**src/rtl/obj_fetch_pkg.sv**
```systemverilog
// Shared types and constants for the object fetch engine.
// Optional feature macro: OBJ_FETCH_CGB_EN (3-bit palette, VRAM bank select).
package obj_fetch_pkg;

  localparam logic [15:0] OAM_BASE  = 16'hFE00;
  localparam logic [15:0] VRAM_BASE = 16'h8000;

`ifdef OBJ_FETCH_CGB_EN
  localparam int unsigned PAL_W = 3;
`else
  localparam int unsigned PAL_W = 1;
`endif

  typedef struct packed {
    logic       valid;
    logic [7:0] x;
    logic [5:0] oam_idx;
    logic [3:0] row;
  } obj_slot_t;

  typedef struct packed {
    logic [1:0]       color;
    logic [PAL_W-1:0] pal;
    logic             prio;
  } obj_pix_t;

  typedef enum logic [2:0] {
    IDLE,
    FLAGS,
    TILE,
    LO,
    HI,
    MERGE
  } fetch_state_e;

  // Row within the tile after optional vertical flip.
  function automatic logic [3:0] eff_row(input logic [3:0] row,
                                         input logic       flip_y,
                                         input logic       tall);
    if (!flip_y) return row;
    return tall ? (4'd15 - row) : (4'd7 - row);
  endfunction

endpackage

```
**src/rtl/obj_slot_matcher.sv**
```systemverilog
// Per-slot hit detector: slot X equals current pixel X + 8 (9-bit compare).
module obj_slot_matcher
  import obj_fetch_pkg::*;
#(
  parameter int unsigned XW = 8
) (
  input  logic            obj_ena_i,
  input  obj_slot_t       slot_i,
  input  logic            done_i,
  input  logic [XW-1:0]   x_i,
  output logic            hit_o
);

  // Combinational hit for one slot.
  always_comb begin
    hit_o = obj_ena_i && slot_i.valid && !done_i && (slot_i.x != 8'd0) &&
            ({1'b0, slot_i.x} == (9'(x_i) + 9'd8));
  end

endmodule

```
**src/rtl/obj_fetch_engine.sv**
```systemverilog
// Object fetch engine: fetches flags/tile/pattern bytes for the lowest-index
// hitting slot and merges the 8 pixels into the object FIFO.
// Optional feature macro: OBJ_FETCH_CGB_EN.
module obj_fetch_engine
  import obj_fetch_pkg::*;
#(
  parameter int unsigned SLOTS = 10,
  parameter int unsigned X_MAX = 160
) (
  input  logic                       clk_in,
  input  logic                       rst_in,
  input  logic                       tclk_in,
  input  logic                       line_start_in,
  input  logic [$clog2(X_MAX)-1:0]   X_in,
  input  logic                       tall_mode_in,
  input  logic                       obj_ena_in,
  input  obj_slot_t [SLOTS-1:0]      slots_in,
  output logic                       fetch_active_out,
  output logic                       mem_req_out,
  output logic [15:0]                mem_addr_out,
  input  logic                       mem_gnt_in,
  input  logic [7:0]                 mem_rdata_in,
  input  logic                       mem_rvalid_in,
  input  obj_pix_t [7:0]             fifo_in,
  output obj_pix_t [7:0]             fifo_out,
  output logic                       fifo_we_out
);

  localparam int unsigned SEL_W = (SLOTS > 1) ? $clog2(SLOTS) : 1;
  localparam int unsigned XW    = $clog2(X_MAX);

  fetch_state_e      state_q;
  logic [SLOTS-1:0]  done_q;
  logic [SEL_W-1:0]  sel_q;
  logic [5:0]        oam_q;
  logic [3:0]        row_q;
  logic [7:0]        flags_q, tile_q, lo_q, hi_q;
  logic              wait_q;
  logic              mem_req_q;
  logic [15:0]       mem_addr_q;
  obj_pix_t [7:0]    fifo_q;
  logic              fifo_we_q;
  logic              active_q;

  logic [SLOTS-1:0]  hit;
  logic [SLOTS-1:0]  cand;
  logic              pick_any;
  logic [SEL_W-1:0]  pick_idx;
  logic [7:0]        tile_eff;
  logic [15:0]       lo_addr_d;
  obj_pix_t [7:0]    merged_d;
  obj_pix_t          npix;
  logic [2:0]        bsel;
  logic              unused_bits;

  for (genvar g = 0; g < SLOTS; g++) begin : g_match
    obj_slot_matcher #(.XW(XW)) u_match (
      .obj_ena_i (obj_ena_in),
      .slot_i    (slots_in[g]),
      .done_i    (done_q[g]),
      .x_i       (X_in),
      .hit_o     (hit[g])
    );
  end

  // Lowest-index hit; the slot being merged is excluded since its done mark lands this edge.
  always_comb begin
    cand = hit;
    if (state_q == MERGE) cand[sel_q] = 1'b0;
    pick_any = 1'b0;
    pick_idx = '0;
    for (int unsigned i = 0; i < SLOTS; i++) begin
      if (cand[i] && !pick_any) begin
        pick_any = 1'b1;
        pick_idx = SEL_W'(i);
      end
    end
  end

  // Pattern address from the returned tile number and effective row.
  always_comb begin
    tile_eff  = tall_mode_in ? {mem_rdata_in[7:1], 1'b0} : mem_rdata_in;
    lo_addr_d = VRAM_BASE + {4'h0, tile_eff, 4'h0} +
                {11'h0, eff_row(row_q, flags_q[6], tall_mode_in), 1'b0};
`ifdef OBJ_FETCH_CGB_EN
    lo_addr_d[13] = flags_q[3];
`endif
  end

  // New pixels overlay only transparent FIFO entries.
  always_comb begin
    merged_d = '0;
    npix     = '0;
    bsel     = '0;
    for (int unsigned i = 0; i < 8; i++) begin
      bsel       = flags_q[5] ? 3'(i) : 3'(7 - i);
      npix.color = {hi_q[bsel], lo_q[bsel]};
`ifdef OBJ_FETCH_CGB_EN
      npix.pal   = flags_q[2:0];
`else
      npix.pal   = flags_q[4];
`endif
      npix.prio  = flags_q[7];
      merged_d[i] = (fifo_in[i].color == 2'b00) ? npix : fifo_in[i];
    end
  end

  // Fetch FSM with registered memory request and FIFO write.
  always_ff @(posedge clk_in) begin
    if (rst_in) begin
      state_q    <= IDLE;
      done_q     <= '0;
      sel_q      <= '0;
      oam_q      <= '0;
      row_q      <= '0;
      flags_q    <= '0;
      tile_q     <= '0;
      lo_q       <= '0;
      hi_q       <= '0;
      wait_q     <= 1'b0;
      mem_req_q  <= 1'b0;
      mem_addr_q <= '0;
      fifo_q     <= '0;
      fifo_we_q  <= 1'b0;
      active_q   <= 1'b0;
    end else begin
      fifo_we_q <= 1'b0;
      if (tclk_in) begin
        if (line_start_in) begin
          state_q   <= IDLE;
          done_q    <= '0;
          mem_req_q <= 1'b0;
          wait_q    <= 1'b0;
          active_q  <= 1'b0;
        end else begin
          if (mem_req_q && mem_gnt_in) begin
            mem_req_q <= 1'b0;
            wait_q    <= 1'b1;
          end
          case (state_q)
            FLAGS: if (wait_q && mem_rvalid_in) begin
              flags_q    <= mem_rdata_in;
              wait_q     <= 1'b0;
              mem_req_q  <= 1'b1;
              mem_addr_q <= OAM_BASE + {8'h00, oam_q, 2'b10};
              state_q    <= TILE;
            end
            TILE: if (wait_q && mem_rvalid_in) begin
              tile_q     <= tile_eff;
              wait_q     <= 1'b0;
              mem_req_q  <= 1'b1;
              mem_addr_q <= lo_addr_d;
              state_q    <= LO;
            end
            LO: if (wait_q && mem_rvalid_in) begin
              lo_q       <= mem_rdata_in;
              wait_q     <= 1'b0;
              mem_req_q  <= 1'b1;
              mem_addr_q <= mem_addr_q + 16'd1;
              state_q    <= HI;
            end
            HI: if (wait_q && mem_rvalid_in) begin
              hi_q    <= mem_rdata_in;
              wait_q  <= 1'b0;
              state_q <= MERGE;
            end
            MERGE: begin
              fifo_q         <= merged_d;
              fifo_we_q      <= 1'b1;
              done_q[sel_q]  <= 1'b1;
              state_q        <= IDLE;
              active_q       <= 1'b0;
            end
            default: ;
          endcase
          // Start of a fetch is shared by IDLE and MERGE; overrides MERGE's return to IDLE.
          if ((state_q == IDLE || state_q == MERGE) && pick_any) begin
            sel_q      <= pick_idx;
            oam_q      <= slots_in[pick_idx].oam_idx;
            row_q      <= slots_in[pick_idx].row;
            mem_req_q  <= 1'b1;
            mem_addr_q <= OAM_BASE + {8'h00, slots_in[pick_idx].oam_idx, 2'b11};
            active_q   <= 1'b1;
            state_q    <= FLAGS;
          end
        end
      end
    end
  end

`ifdef OBJ_FETCH_CGB_EN
  assign unused_bits = ^{tile_q, flags_q[4]};
`else
  assign unused_bits = ^{tile_q, flags_q[3:0]};
`endif

  assign fetch_active_out = active_q;
  assign mem_req_out      = mem_req_q;
  assign mem_addr_out     = mem_addr_q;
  assign fifo_out         = fifo_q;
  assign fifo_we_out      = fifo_we_q;

endmodule

```
**config.mk**
```make
export PLATFORM = sky130hd
export DESIGN_NAME = obj_fetch_engine
export DESIGN_NICKNAME = d
export VERILOG_FILES = /design/src/rtl/obj_fetch_pkg.sv /design/src/rtl/obj_slot_matcher.sv /design/src/rtl/obj_fetch_engine.sv
export SDC_FILE = /design/constraint.sdc
export NUM_CORES = 1
export LEC_CHECK = 0
export ABC_AREA = 1
export BUFFER_PORTS_ARGS = -buffer_cell sky130_fd_sc_hd__buf_2
export CAP_MARGIN = 20
export CORE_AREA = 2 2 161 163
export CTS_CLUSTER_SIZE = 14
export DETAILED_ROUTE_END_ITERATION = 10
export DIE_AREA = 0 0 163 165
export HOLD_SLACK_MARGIN = 0.12
export SLEW_MARGIN = 0
export SYNTH_ARGS = -nofsm -noshare
export SYNTH_HDL_FRONTEND = slang
export SYNTH_SLANG_ARGS = --single-unit
```
**constraint.sdc**
```tcl
create_clock -name clk_in -period 4.4 [get_ports clk_in]
set_input_delay 0.22 -clock clk_in [delete_from_list [all_inputs] [get_ports clk_in]]
set_output_delay 0.22 -clock clk_in [all_outputs]
set_load 0.01 [all_outputs]
```
**Word-level counts from Yosys, hierarchy flattened**

Index checks and enable logic that the tools add are counted.

- Output and inout bits: 51
- Register bits after elaboration: 103
- Input bits: 246
- Logic and storage cells: 293

- Reductions and logical operators: 108
- $add $sub $neg: 8
- Eq/ne operators: 22
- Muxes and demuxes: 102
- Bitwise logic cells: 5
- Magnitude comparators: 11

Operator list:

| operator | number |
|---|---|
| equality test 8 x 9 -> 1 bit | 10 |
| nonzero test 8 bit | 10 |
| binary-select mux 19 bit (select 4 bit) | 1 |
| 2-to-1 mux 4 bit | 18 |
| 2-to-1 mux 16 bit | 4 |
| logical AND 1 bit | 53 |
| binary-select mux 1 bit (select 3 bit) | 16 |
| case mux 16 bit (3 select lines) | 1 |
| 2-to-1 mux 1 bit | 42 |
| 2-to-1 mux 3 bit | 14 |
| 2-to-1 mux 10 bit | 4 |
| less-than comparator 3 x 4 -> 1 bit (second input constant) | 8 |
| adder 10 x 9 -> 11 bit (first input constant) | 2 |
| zero test 1 bit | 19 |
| adder 16 x 1 -> 16 bit (second input constant) | 1 |
| adder 16 x 12 -> 16 bit (first input constant) | 1 |
| adder 16 x 5 -> 16 bit | 1 |
| zero test 2 bit | 8 |
| != test 4 bit (second input constant) | 4 |
| case mux 3 bit (5 select lines) | 1 |
| AND reduction 4 bit | 3 |
| AND reduction 6 bit | 2 |
| bitwise AND 10 bit | 1 |
| less-than comparator 4 x 5 -> 1 bit (second input constant) | 2 |
| other kinds (22) | 30 |

**Longest topological paths before layout**

- Depth after elaboration: 39
- Gate-level depth with buffers: 25
- Depth with buffers taken out: 25

**Modules after synthesis**

From an unflattened synthesis, not the netlist that was laid out.

- Cell total of the unflattened synthesis: 1636
- Area, all modules: 8916.1 um^2

By module, submodules not included:

| module | instances | cells each | sequential area each (um^2) | area each (um^2) |
|---|---|---|---|---|
| obj_fetch_engine | 1 | 946 | 1981.9 | 6025.8 |
| obj_slot_matcher | 10 | 69 | 0.0 | 289.0 |

**Worst setup path after synthesis**

Ideal clock, no wire load.

- Kind: input port to flip-flop
- From: input X_in[3]
- To: register mem_addr_q[10], in the netlist mem_addr_out[10]
- Setup time: 135 ps
- Data required time: 4265 ps
- Arrival time: 2407 ps
- Slack: 1858 ps
- Path buffers: 2
- Cell stages on the path: 22
- Cells stage by stage: ha_1 -> buf_2 -> nand2_1 -> nand2_1 -> nor2_1 -> nand2_1 -> nor2_1 -> nand2_1 -> nor2_1 -> nand2_1 -> nand2_1 -> nor2_4 -> nand4_4 -> nor2_4 -> nand3b_2 -> nand2_4 -> inv_2 -> buf_2 -> nor2_2 -> inv_1 -> nor3_1 -> a211oi_2

- Cells in the longest elaborated chain, start to end: 37
- Elaborated cells between the ends (all ways): 70
- Classes of those cells: add/sub: 2; eq/ne: 13; mux: 23; bitwise: 1; reduce/logical: 31

Ends and longest elaborated chain:

| what | line | text |
|---|---|---|
| from (decl) | obj_fetch_engine.sv:14 | `input logic [$clog2(X_MAX)-1:0] X_in,` |
| adder 8 x 4 -> 9 bit (*) | obj_slot_matcher.sv:17 | `({1'b0, slot_i.x} == (9'(x_i) + 9'd8));` |
| equality test 8 x 9 -> 1 bit | obj_slot_matcher.sv:17 |  |
| logical AND 1 bit | obj_slot_matcher.sv:16 | `hit_o = obj_ena_i && slot_i.valid && !done_i && (slot_i.x != 8'd0) &&` |
| bitwise AND 10 bit (no line) | -- |  |
| 2-to-1 mux 10 bit (*) | obj_fetch_engine.sv:69 | `if (state_q == MERGE) cand[sel_q] = 1'b0;` |
| 2-to-1 mux 1 bit | obj_fetch_engine.sv:73 | `if (cand[i] && !pick_any) begin` |
| zero test 1 bit | obj_fetch_engine.sv:73 |  |
| logical AND 1 bit | obj_fetch_engine.sv:73 |  |
| [21 not listed] | -- |  |
| 2-to-1 mux 1 bit | obj_fetch_engine.sv:73 |  |
| zero test 1 bit | obj_fetch_engine.sv:73 |  |
| logical AND 1 bit | obj_fetch_engine.sv:73 |  |
| 2-to-1 mux 4 bit | obj_fetch_engine.sv:73 |  |
| binary-select mux 19 bit (select 4 bit) | obj_fetch_engine.sv:182 | `mem_addr_q <= OAM_BASE + {8'h00, slots_in[pick_idx].oam_idx, 2'b11};` |
| 2-to-1 mux 10 bit (not written as such) | obj_fetch_engine.sv:182 |  |
| adder 10 x 9 -> 11 bit | obj_fetch_engine.sv:182 |  |
| 2-to-1 mux 16 bit | obj_fetch_engine.sv:177 | `if ((state_q == IDLE \|\| state_q == MERGE) && pick_any) begin` |
| to (signal assigned) | obj_fetch_engine.sv:152 | `mem_addr_q <= lo_addr_d;` |
| to (signal assigned) | obj_fetch_engine.sv:159 | `mem_addr_q <= mem_addr_q + 16'd1;` |
| to (signal assigned) | obj_fetch_engine.sv:182 |  |
| to (decl) | obj_fetch_engine.sv:40 | `logic [15:0] mem_addr_q;` |

Every way passes the cells marked *; elsewhere a longest branch is shown, timed or not. The select of a mux whose other input is x is not followed.
A chain may end at the register's enable or synchronous reset.

**Worst setup path after layout**

- From: input X_in[3]
- To: register row_q[0]

- Cells in the longest elaborated chain, start to end: 35
- Elaborated cells between the ends (all ways): 64
- Classes of those cells: add/sub: 1; eq/ne: 10; mux: 22; bitwise: 1; reduce/logical: 30

Ends and longest elaborated chain:

| what | line | text |
|---|---|---|
| adder 8 x 4 -> 9 bit (*) | obj_slot_matcher.sv:17 |  |
| equality test 8 x 9 -> 1 bit | obj_slot_matcher.sv:17 |  |
| logical AND 1 bit | obj_slot_matcher.sv:16 |  |
| bitwise AND 10 bit (no line) | -- |  |
| 2-to-1 mux 10 bit (*) | obj_fetch_engine.sv:69 |  |
| 2-to-1 mux 1 bit | obj_fetch_engine.sv:73 |  |
| zero test 1 bit | obj_fetch_engine.sv:73 |  |
| logical AND 1 bit | obj_fetch_engine.sv:73 |  |
| [19 not listed] | -- |  |
| zero test 1 bit | obj_fetch_engine.sv:73 |  |
| logical AND 1 bit | obj_fetch_engine.sv:73 |  |
| 2-to-1 mux 1 bit | obj_fetch_engine.sv:73 |  |
| zero test 1 bit | obj_fetch_engine.sv:73 |  |
| logical AND 1 bit | obj_fetch_engine.sv:73 |  |
| 2-to-1 mux 4 bit / 2-to-1 mux 1 bit (equally long branches) | obj_fetch_engine.sv:73 |  |
| binary-select mux 19 bit (select 4 bit) / logical AND 1 bit (equally long branches) | obj_fetch_engine.sv:180, obj_fetch_engine.sv:177 |  |
| 2-to-1 mux 10 bit / AND reduction 3 bit (equally long branches) | -- |  |
| to (signal assigned) | obj_fetch_engine.sv:180 | `row_q <= slots_in[pick_idx].row;` |
| to (decl) | obj_fetch_engine.sv:36 | `logic [3:0] row_q;` |

Marks and branches as above.

==> results.sh <==
export IMPL_grt_pass1_vias=10100
export IMPL_grt_met1_usage=0.331
export IMPL_fin_crit_sh=0.810
export IMPL_globalplace_congestion=0.942
export IMPL_die_area_mm2=0.0269
export IMPL_via_per_inst=5.19
export IMPL_period_minus_slack_ns=3.56
export IMPL_wl_per_cell_um=16.3
export IMPL_tightest_slew_ns=0.952
export IMPL_ys_types=58
export IMPL_num_rows=58
export IMPL_ys_seq_area_frac=0.228
export IMPL_grt_pass1_wl_mm=53.1
export IMPL_grt_busiest_layer="met2"
export IMPL_cp_end_kind="flop"
export IMPL_portBuffers=296
export IMPL_synth_area_mm2=0.00870
export IMPL_power_leakage_nw=5.36
export IMPL_antenna_left=0
export IMPL_yosysTopAreaCellShare=0.228
export IMPL_hold_buffers=0
export IMPL_use_met2=0.416
export IMPL_ys_flop_type="dfxtp_1"
export IMPL_syn_inst=1497
export IMPL_grt_max_degree=58
export IMPL_async_reset_ff_frac=0
export IMPL_final_cells=2093
export IMPL_maxCapViolCount=0
export IMPL_arrival_ns=3.81
export IMPL_finalMaxSlewViolations=0
export IMPL_clk_pin_slew_ns=0.08
export IMPL_cts_root_buf="clkbuf_16"
export IMPL_p_clk_frac=0.353
export IMPL_yosysWarnings=0
export IMPL_ios=297
export IMPL_fillers=2797
export IMPL_max_freq_mhz=281
export IMPL_die_width_um=163
export IMPL_final_setup_viol_count=0
export IMPL_clk_latency_ns=0.35
export IMPL_p_per_area_mw_per_mm2=232
export IMPL_die_h_um=165
export IMPL_place_inst=2075
export IMPL_worstSetupPathType="in2reg"
export IMPL_cts_inserted_buffers=9
export IMPL_regArea_mm2=0.00198
export IMPL_skew_ns=0.00805
export IMPL_rsz0062_at_grt="no"
export IMPL_crit_required_ns=4.64
export IMPL_htree_num_levels=3
export IMPL_synth_edf_count=0
export IMPL_status="finished clean"
export IMPL_cts_post_setup_buffers_inserted=0
export IMPL_drive_above_1_share=0.213
export IMPL_cts_repair_resized=0
export IMPL_netSwitchingPower_uw=813
export IMPL_fin_tns_setup_ns=0
export IMPL_yosys_top_cells_count="nand2_1, inv_1, nor2_1, o21ai_0, nand3_1"
export IMPL_p_int_mw=1.67
export IMPL_cts_max_path_buffers=2
export IMPL_gr_usage_met3=0.0434
export IMPL_synth_nets=1748
export IMPL_synth_largest_area_cell="dfxtp_1"
export IMPL_grt_ovfl_total=0
export IMPL_synthToLayoutAreaGrowth_pct=22.9
export IMPL_worst_path_max_fanout=47
export IMPL_relSlewSlack=0.363
export IMPL_vdd_drop_max_v=0.000173
export IMPL_cts_tree="yes"
export IMPL_antenna_found_initial=2
export IMPL_hold_viol=0
export IMPL_ys_top_cells_by_area="dfxtp_1, nand2_1, inv_1"
export IMPL_syn_avg_cell_area_um2=5.81
export IMPL_final_nets=2007
export IMPL_synth_seq_cells=99
export IMPL_track_usage=0.249
export IMPL_power_frac_comb=0.267
export IMPL_rrSetupSlack_ns=0.97
export IMPL_p_seq_frac=0.380
export IMPL_cts_sinks=99
export IMPL_drt_pre_antenna_iters=6
export IMPL_start_kind="primary input"
export IMPL_post_dp_hpwl_mm=27.3
export IMPL_vias=10900
export IMPL_multi_input_area_mm2=0.00554
export IMPL_drtIter0Drc=799
export IMPL_fin_util=0.427
export IMPL_drc=0
export IMPL_initial_core_util=0.347
export IMPL_switching_share=0.328
export IMPL_synth_most_common_cell="nand2_1"
export IMPL_coreArea_mm2=0.0250
export IMPL_wl_mm=34.1
export IMPL_min_path_type="in2reg"
-- cells by family (layout without fill, tap and decap cells) --
logic type,count (synthesis),in the layout,share of synthesized area
and+or+nand+nor,771,771,0.401
other,0,2,0
buffers and inverters,287,551,0.136
DFF,99,99,0.228
xor gates and xnor gates,21,21,0.0220
AOI/OAI and AO/OA,314,314,0.207
adders and majority gates,5,5,0.00719
-- layout make-up --
| type | count | area share |
|---|---|---|
| timing repair buffer | 307 | 0.146 |
| inverter | 228 | 0.0804 |
| tap | 330 | 0.0386 |
| sequential | 99 | 0.185 |
| antenna | 2 | 0.000468 |
| clock buffer | 10 | 0.0214 |
| multi-input combinational | 1111 | 0.519 |
| clock inverter | 6 | 0.00889 |
-- power by group through the flow --
stage                     combinational, mW  clock, mW  sequential [mW]
final                                 0.662      0.876            0.943
after detailed placement              0.653          0            0.963
after floorplan                       0.387          0            0.963
after global placement                0.655          0            0.964
after global routing                  0.739      0.935            0.947
after CTS                             0.657      0.898            0.943
-- registers in the layout, indices dropped and copies added (netlist names) --
name,cells
sel_q,4
wait_q,1
state_q,3
hi_q,8
mem_req_out,1
fifo_out,32
lo_q,8
fifo_we_out,1
mem_addr_out,16
row_q,4
fetch_active_out,1
done_q,10
flags_q,4
oam_q,6
-- worst max-delay path, stage by stage --
cell      delay (ns)
buf_2           0.17
ha_1            0.32
clkinv_1        0.33
nand2_1         0.19
nand3_1         0.08
a21oi_1         0.12
nand2_1         0.08
nor2_1          0.09
nand3_1         0.14
nand2_1         0.15
nor2_4          0.06
nand4_4         0.09
nor2_2          0.06
nor2_4          0.45
nand2_4         0.39
or2_2           0.40
o211ai_1        0.09
nand2_1         0.07
nand2_1         0.06
nand2_1         0.05
o21bai_1        0.11
inv_1           0.05
-- layout by cell type, fill, tap and decap left out, drive strengths merged, types with 3 or more instances in the layout --
master | netlist | routed
a211oi | 7 | 7
a21oi | 95 | 95
a31oi | 23 | 23
buf | 36 | 307
clkbuf | 23 | 10
clkinv | 6 | 7
dfxtp | 99 | 99
ha | 5 | 5
inv | 222 | 225
nand2 | 325 | 325
nand3 | 125 | 125
nand3b | 20 | 20
nand4 | 36 | 36
nor2 | 206 | 206
nor3 | 33 | 33
nor3b | 4 | 4
nor4 | 8 | 8
o2111ai | 3 | 3
o211ai | 33 | 33
o21a | 3 | 3
o21ai | 133 | 133
o22ai | 5 | 5
o31ai | 3 | 3
or2 | 13 | 13
xnor2 | 8 | 8
xor2 | 13 | 13
-- metal layers --
metal / share of wire / up-vias
met2: 0.46 / 464
met4: 0.023 / 2
met3: 0.074 / 46
li1: - / 5449
met5: 0.00021 / -
met1: 0.45 / 4901
-- worst paths after layout --
path	start	to	cells after the start
max	X_in[3]	row_q[0]	22
min	fifo_in[12]	fifo_out[12]	3
max reg2reg	state_q[0]	mem_addr_out[2]	23
min reg2reg	wait_q	wait_q	2
-- per-stage QoR --
stage | power (mW) | cell area, um^2 | setup slack, ns | hold WS [ns]
detailed placement | 1.62 | 10400 | 0.494 | 0.483
finish | 2.48 | 10700 | 0.836 | 0.147
global placement | 1.62 | 10400 | 0.591 | 0.476
global route | 2.62 | 10700 | 0.475 | 0.147
floorplan | 1.35 | 8700 | 1.86 | 0.339
CTS | 2.50 | 10700 | 0.864 | 0.132
Power figures use the tool's default switching activity.
